<file path="config.mk">
export PLATFORM = sky130hd
export DESIGN_NAME = fetch_unit
export DESIGN_NICKNAME = d
export VERILOG_FILES = /design/src/rtl/fetch_unit_pkg.sv /design/src/rtl/fetch_unit_branch_cond_eval.sv /design/src/rtl/fetch_unit.sv
export SDC_FILE = /design/constraint.sdc
export NUM_CORES = 1
export LEC_CHECK = 0
export CORE_AREA = 2 2 61 63
export CTS_BUF_LIST = sky130_fd_sc_hd__clkbuf_8 sky130_fd_sc_hd__clkbuf_16
export DETAILED_ROUTE_END_ITERATION = 8
export DIE_AREA = 0 0 63 65
export PLACE_DENSITY = 0.84
export SYNTH_ARGS = -nofsm -noshare
export SYNTH_HDL_FRONTEND = slang
export SYNTH_SLANG_ARGS = --single-unit
</file>
<file path="constraint.sdc">
create_clock -name Clk -period 3.35 [get_ports Clk]
set_input_delay 0.67 -clock Clk [delete_from_list [all_inputs] [get_ports Clk]]
set_output_delay 0.67 -clock Clk [all_outputs]
set_load 0.01 [all_outputs]
</file>
<file path="src/rtl/fetch_unit_pkg.sv">
// Shared definitions for the fetch stage: FSM state encoding and branch condition codes.
// Imported by fetch_unit and branch_cond_eval.
package fetch_unit_pkg;

  typedef enum logic [1:0] {
    IDLE  = 2'd0,
    ARMED = 2'd1,
    RUN   = 2'd2,
    DONE  = 2'd3
  } fetch_state_t;

  localparam logic [1:0] kBrAlways = 2'b00;
  localparam logic [1:0] kBrEq     = 2'b01;
  localparam logic [1:0] kBrNe     = 2'b10;
  localparam logic [1:0] kBrNeg    = 2'b11;

endpackage

</file>
<file path="src/rtl/fetch_unit_branch_cond_eval.sv">
// Branch condition evaluator: selects the condition named by the instruction's
// condition field from the registered ALU flags.
module branch_cond_eval
  import fetch_unit_pkg::*;
(
  input  logic [1:0] cond_sel_i,
  input  logic       zero_flag_i,
  input  logic       neg_flag_i,
  output logic       cond_o
);

  always_comb begin
    cond_o = 1'b0;
    unique case (cond_sel_i)
      kBrAlways: cond_o = 1'b1;
      kBrEq:     cond_o = zero_flag_i;
      kBrNe:     cond_o = ~zero_flag_i;
      kBrNeg:    cond_o = neg_flag_i;
      default:   cond_o = 1'b0;
    endcase
  end

endmodule

</file>
<file path="src/rtl/fetch_unit.sv">
// Program counter / fetch stage with Start/Ack sequencing and branch redirect.
// Define FETCH_INSTR_COUNT_EN to build the saturating retired-instruction counter.
//
//  state | meaning
//  IDLE  | after reset, PC held at 0, waiting for Start
//  ARMED | Start seen, PC held at 0, waiting for Start to drop
//  RUN   | fetching one instruction per cycle
//  DONE  | halt retired, PC frozen, Done high
module fetch_unit
  import fetch_unit_pkg::*;
#(
  parameter int PC_W   = 10,
  parameter int DATA_W = 8
) (
  input  logic              Clk,
  input  logic              Reset,
  input  logic              Start,
  input  logic              ConditionalJump,
  input  logic              BranchAbsOrRel,
  input  logic [1:0]        BranchConditions,
  input  logic [DATA_W-1:0] Target,
  input  logic              ZeroFlag,
  input  logic              NegFlag,
  input  logic              Ack,
  output logic [PC_W-1:0]   ProgCtr,
  output logic              Done,
  output logic [15:0]       InstrCount
);

  fetch_state_t    state_q, state_d;
  logic [PC_W-1:0] pc_q, pc_d;
  logic            done_q, done_d;
  logic            cond;
  logic            taken;
  logic [PC_W-1:0] branch_pc;

  branch_cond_eval u_cond (
    .cond_sel_i  (BranchConditions),
    .zero_flag_i (ZeroFlag),
    .neg_flag_i  (NegFlag),
    .cond_o      (cond)
  );

  assign taken = ConditionalJump & cond;

  // Relative targets add a sign-extended offset and wrap modulo 2^PC_W.
  always_comb begin
    if (BranchAbsOrRel)
      branch_pc = pc_q + {{(PC_W-DATA_W){Target[DATA_W-1]}}, Target};
    else
      branch_pc = {{(PC_W-DATA_W){1'b0}}, Target};
  end

  always_ff @(posedge Clk) begin
    if (Reset) begin
      state_q <= IDLE;
      pc_q    <= '0;
      done_q  <= 1'b0;
    end else begin
      state_q <= state_d;
      pc_q    <= pc_d;
      done_q  <= done_d;
    end
  end

  always_comb begin
    state_d = state_q;
    unique case (state_q)
      IDLE:    if (Start) state_d = ARMED;
      ARMED:   if (!Start) state_d = RUN;
      RUN: begin
        if (Start)    state_d = ARMED;
        else if (Ack) state_d = DONE;
      end
      DONE:    if (Start) state_d = ARMED;
      default: state_d = IDLE;
    endcase
  end

  // Ack decodes as a branch opcode too, so it must be checked ahead of taken.
  always_comb begin
    pc_d   = pc_q;
    done_d = (state_d == DONE);
    unique case (state_q)
      IDLE, ARMED: pc_d = '0;
      RUN: begin
        if (Start)      pc_d = '0;
        else if (Ack)   pc_d = pc_q;
        else if (taken) pc_d = branch_pc;
        else            pc_d = pc_q + 1'b1;
      end
      DONE:    if (Start) pc_d = '0;
      default: pc_d = '0;
    endcase
  end

  assign ProgCtr = pc_q;
  assign Done    = done_q;

`ifdef FETCH_INSTR_COUNT_EN
  logic [15:0] cnt_q, cnt_d;

  always_comb begin
    cnt_d = cnt_q;
    if (state_d == ARMED)
      cnt_d = '0;
    else if (state_q == RUN && cnt_q != 16'hFFFF)
      cnt_d = cnt_q + 16'd1;
  end

  always_ff @(posedge Clk) begin
    if (Reset) cnt_q <= '0;
    else       cnt_q <= cnt_d;
  end

  assign InstrCount = cnt_q;
`else
  assign InstrCount = 16'h0000;
`endif

endmodule
</file>
# Word level (Yosys, flattened, before mapping)
# Cells that the tools add are included.
# totals
register_bits,13
input_bits,18
output_inout_bits,27
wordCells,33
# classes
add_sub_neg,2
n_eq_ne,9
muxes,12
n_bitwise,2
reduce_logical,5
# ops
op,n
two-way mux 10 bit,5
case mux 10 bit (3 select lines),1
adder 10 x 1 -> 10 bit (second input constant),1
adder 10 bit,1
== test 2 bit (second input constant),5
two-way mux 2 bit,4
case mux 2 bit (3 select lines),1
== test 2 x 1 -> 1 bit (second input constant),2
logical NOT 2 bit,2
case mux 1 bit (4 select lines),1
OR reduction 2 bit,2
!= test 3 bit (second input constant),1
!= test 2 bit (second input constant),1
AND reduction 2 bit,1
AND 1 bit,1
inverter 1 bit,1

# Longest topological paths before layout
# logic_depth
depth_word,7
ltp_mapped,9
mapped_depth_nobuf,9

# By module
# Synthesis repeated with hierarchy kept, for this count alone.
# unflattened
cells_unflattened,200
hier_area_um2,1493.9
# modules_own_cells
mod,n_inst,cells_per_inst,area_per_inst_um2,seq_area_each_um2
fetch_unit,1,197,1470.2,260.2
branch_cond_eval,1,3,23.8,0.0

# Worst setup path after synthesis
# Ideal clock, no wire load.
# synth_timing
kind,input port to flip-flop
startpoint,input port Target[0]
endpoint,"register pc_q[6], in the netlist ProgCtr[6]"
setup_time_ps,117
arrival_ps,2144
t_required_ps,3233
setup_slack_ps,1089
cell_stages,9
path_buffers,0
cell_sequence,ha_1 -> inv_1 -> fa_1 -> nor2b_1 -> o211ai_1 -> nand2_1 -> mux2i_1 -> a211o_1 -> a32o_1
# synth_via
elab_chain_len,6
# synth_lines
element,line,source
"start, declared",fetch_unit.sv:21,"input logic [DATA_W-1:0] Target,"
adder 10 bit,fetch_unit.sv:49,"branch_pc = pc_q + {{(PC_W-DATA_W){Target[DATA_W-1]}}, Target};"
two-way mux 10 bit,fetch_unit.sv:48,if (BranchAbsOrRel)
two-way mux 10 bit,fetch_unit.sv:89,else if (taken) pc_d = branch_pc;
two-way mux 10 bit,fetch_unit.sv:88,else if (Ack) pc_d = pc_q;
two-way mux 10 bit,fetch_unit.sv:87,if (Start) pc_d = '0;
case mux 10 bit (3 select lines),fetch_unit.sv:84,unique case (state_q)
"end signal, assigned",fetch_unit.sv:61,pc_q <= pc_d;
"end, declared",fetch_unit.sv:31,"logic [PC_W-1:0] pc_q, pc_d;"
# No other way between the ends. The select of a mux whose other input is x is not followed.
# A chain may end at the register's enable or synchronous reset.

# Final worst setup path
# layout_timing
startpoint,input port Target[4]
endpoint,"register pc_q[7], in the netlist ProgCtr[7]"
# The elaborated chain is that of the path after synthesis.

==> key figures <==
Clocking
  • Cts hold-fix bufs: 0
  • Root buffer cell: clkbuf_8
  • # H-tree levels: 1
  • Clk slew on worst S/H paths: 60 ps
  • Cts repair resizes: 0
  • Clock Tree Buf Depth: 2
  • CTS Buf Count: 3
  • Setup bufs post-CTS: 0
  • CTS tree: done
  • # clock sinks: 13
  • Clk_lat worst skew: 240 ps

Routing
  • Final WL: 3.10 mm
  • Vias/cell: between 5 and 6
  • ANT nets after route: 0
  • Wire length per cell: 11.5 um
  • Pre-antenna DRT Iters: 4
  • Via Count: 1386
  • 1st-iter DRT viols: 47
  • Number of remaining DRC errors: 0

Setup path
  • Crit path capture type: register
  • Top cell family by delay on the critical path: compound AO/OA/AOI/OAI gates
  • Slowest cell delay on critical path: 430 ps
  • Worst path cell trace: clkdlybuf4s50_1 > ha_1 > a21oi_1 > nand2_1 > a31oi_1 > mux2i_1 > a41oi_1 > a211oi_1
  • Data required time of the worst path: roughly 3500 ps
  • Slowest CP cell: clkdlybuf4s50_1
  • Critical path data arrival time: 2830 ps
  • Crit path kind: primary input to register
  • Startpoint types: primary input
  • Critical path fanouts, max: 5
  • CP Buf/Inv Count: 1

Final layout
  • Area delta synth->final: 20.2%
  • Filler cells: 350
  • Ant diodes: 0
  • Layout net count: around 250
  • Share of layout cells above drive strength 1: 0.0317

Timing
  • Final Setup Violations: 0
  • Clock skew: 2.42 ps
  • RSZ-0062 raised after global routing: false
  • Worst-margin pin slew: roughly 560 ps
  • Final Hold Fails: 0
  • Tcrit/Tclk final: 0.803
  • Final hold slack: 543 ps
  • TNS Setup: 0 ps
  • Post-layout min period: 2690 ps
  • Top achievable clock speed: 372 MHz
  • Fin. max-slew vios: 0
  • Slew HR: 0.629

Synthesis
  • Flops & latches, synth: 13
  • Ys flop type: dfxtp_1
  • Syn Inst Count: 194
  • Post-synth EDFFs: 0
  • Synth warn: 0
  • Avg Inst Size Synth: 7.62 um^2
  • Synth Cell Area: 0.00148 mm^2
  • Library cells used by synthesis: between 40 and 50
  • Async S/R FF share, synth: 0
  • Post-synthesis sequential area ratio: 0.176

Floorplan
  • Chip width: approximately 63 um
  • Initial cell density of the core: 0.423
  • I/O pin count: between 40 and 50
  • Die H: 65 um
  • FP Rows: 22
  • Core Region: 0.00350 mm^2
  • Die footprint: 0.00410 mm^2

GRT
  • Number of global-route vias before repair: around 1300
  • Initial antenna violation count: 0
  • First-pass GRT wire length: 5.61 mm
  • All-Layer GR Usage: 0.164
  • Total grt overflow: 0
  • Pin count of the biggest net entering global routing: 16

Pwr
  • Static leakage: 0.752 nW
  • VDD IR-drop max: 232 uV
  • Pwr per Cell Area: about 240 mW/mm^2

Min path
  • Hold crit path type: register to register

Status
  • Run status: complete, no violations

Run
  • Max-Cap Viols: 0

Placement
  • Port bufs: 28
  • Placed wire-length estimate: 2.57 mm
  • GPL Wtd Cong: 0.808
## power breakdown
| part | leakage, nW | switching, mW | internal (mW) |
|---|---|---|---|
| combinational | 0.621 | 0.0665 | 0.0539 |
| clock | 0.0269 | 0.0543 | 0.0807 |
| sequential | 0.105 | 0.00564 | 0.159 |
| total | 0.752 | 0.126 | 0.294 |
## routing by layer
metal / GRT usage / vias to the layer above / share of wire
li1: - / 729 / -
met5: 0 / - / 0
met4: 0.0417 / 0 / 0.0039
met1: 0.210 / 623 / 0.47
met3: 0.0156 / 2 / 0.037
met2: 0.295 / 32 / 0.49
## worst paths after layout
path	startpoint	to	slack [ps]	cells after the start
worst min register to register	ProgCtr[5]$_SDFFE_PP0P_	ProgCtr[5]$_SDFFE_PP0P_	540	1
worst min-delay path	ProgCtr[5]$_SDFFE_PP0P_	ProgCtr[5]$_SDFFE_PP0P_	540	1
worst max register to register	ProgCtr[0]$_SDFFE_PP0P_	ProgCtr[6]$_SDFFE_PP0P_	1150	9
worst max-delay path	Target[4]	ProgCtr[7]$_SDFFE_PP0P_	660	8
## registers in the layout, indices dropped and copies added, names as in the netlist
signal,cells
state_q,2
Done,1
ProgCtr,10
## worst reg2reg max path, delay by kind of cell, from the launching register on
kind | cells | cell delay (ps)
simple gates | 2 | 290
flops | 1 | 450
buf+inv | 1 | 50
compound gates | 3 | 650
fa+ha+maj | 2 | 580
mux | 1 | 70
## cell usage after synthesis, types with 2 or more instances
library cell | instances | area (um^2)
nand3b_1 | 2 | 15.0
dfxtp_1 | 13 | 260
inv_1 | 10 | 37.5
a2bb2oi_1 | 2 | 17.5
xnor2_1 | 3 | 26.3
nand4_1 | 2 | 12.5
a21oi_1 | 17 | 85.1
nand2_1 | 14 | 52.6
o221ai_1 | 2 | 17.5
nor2b_1 | 6 | 37.5
a21o_1 | 2 | 15.0
o21a_1 | 2 | 15.0
mux2i_1 | 5 | 50.1
buf_4 | 16 | 120
a31oi_1 | 2 | 12.5
a211oi_1 | 5 | 37.5
clkbuf_1 | 2 | 7.51
and3_1 | 5 | 31.3
o21ai_0 | 13 | 65.1
xor2_1 | 3 | 26.3
nand2b_1 | 3 | 18.8
o211ai_1 | 3 | 22.5
nand3_1 | 8 | 40.0
ha_1 | 13 | 163
nor2_1 | 18 | 67.6
or3_1 | 2 | 12.5
## layout make-up
cell class | count | area (um^2) | share of cell area
clock buffer | 3 | 41.3 | 0.0233
clock inverter | 1 | 3.75 | 0.00211
inverter | 10 | 37.5 | 0.0211
multi-input combinational | 166 | 1090 | 0.615
sequential | 13 | 260 | 0.147
tap | 48 | 60.1 | 0.0338
timing repair buffer | 28 | 280 | 0.158
## through the flow
step                      power (mW)  instances   util  worst slack (ps)  cell area (um^2)
after CTS                      0.426        269  0.508               665              1780
after global routing           0.452        269  0.508               554              1780
after global placement         0.286        265  0.495               521              1730
final                          0.421        269  0.508               659              1780
after floorplan                0.260        209      -              1090              1530
after detailed placement       0.289        265  0.495               415              1730
## logic make-up after synthesis
group / Yosys count / synth area share
flip-flops: 13 / 0.176
multiplexers: 5 / 0.0339
AO/OA/AOI/OAI: 59 / 0.269
adder cells (fa/ha/maj): 14 / 0.124
buffers and inverters: 30 / 0.123
AND/OR/NAND/NOR: 66 / 0.236
other: 1 / 0.00254
XOR/XNOR: 6 / 0.0356
## cells in the final DEF, fill, tap and decap left out, drive strengths merged, types with 2 or more instances in the layout
cell type / Yosys / final
o32ai: 2 / 2
clkdlybuf4s50: 0 / 28
dfxtp: 13 / 13
o21a: 2 / 2
nand2: 15 / 15
o211ai: 3 / 3
conb: 1 / 16
a31oi: 2 / 2
nand3b: 2 / 2
o21ai: 14 / 14
or3: 2 / 2
a2bb2oi: 2 / 2
nor2b: 6 / 6
nand2b: 3 / 3
ha: 13 / 13
a21o: 2 / 2
clkbuf: 2 / 3
mux2i: 5 / 5
nand3: 8 / 8
and3: 5 / 5
o221ai: 2 / 2
nand4: 2 / 2
xnor2: 3 / 3
xor2: 3 / 3
nor2: 19 / 19
inv: 10 / 11
a211oi: 5 / 5
a21oi: 17 / 17
Note: power is estimated with default switching activity, not from simulation.
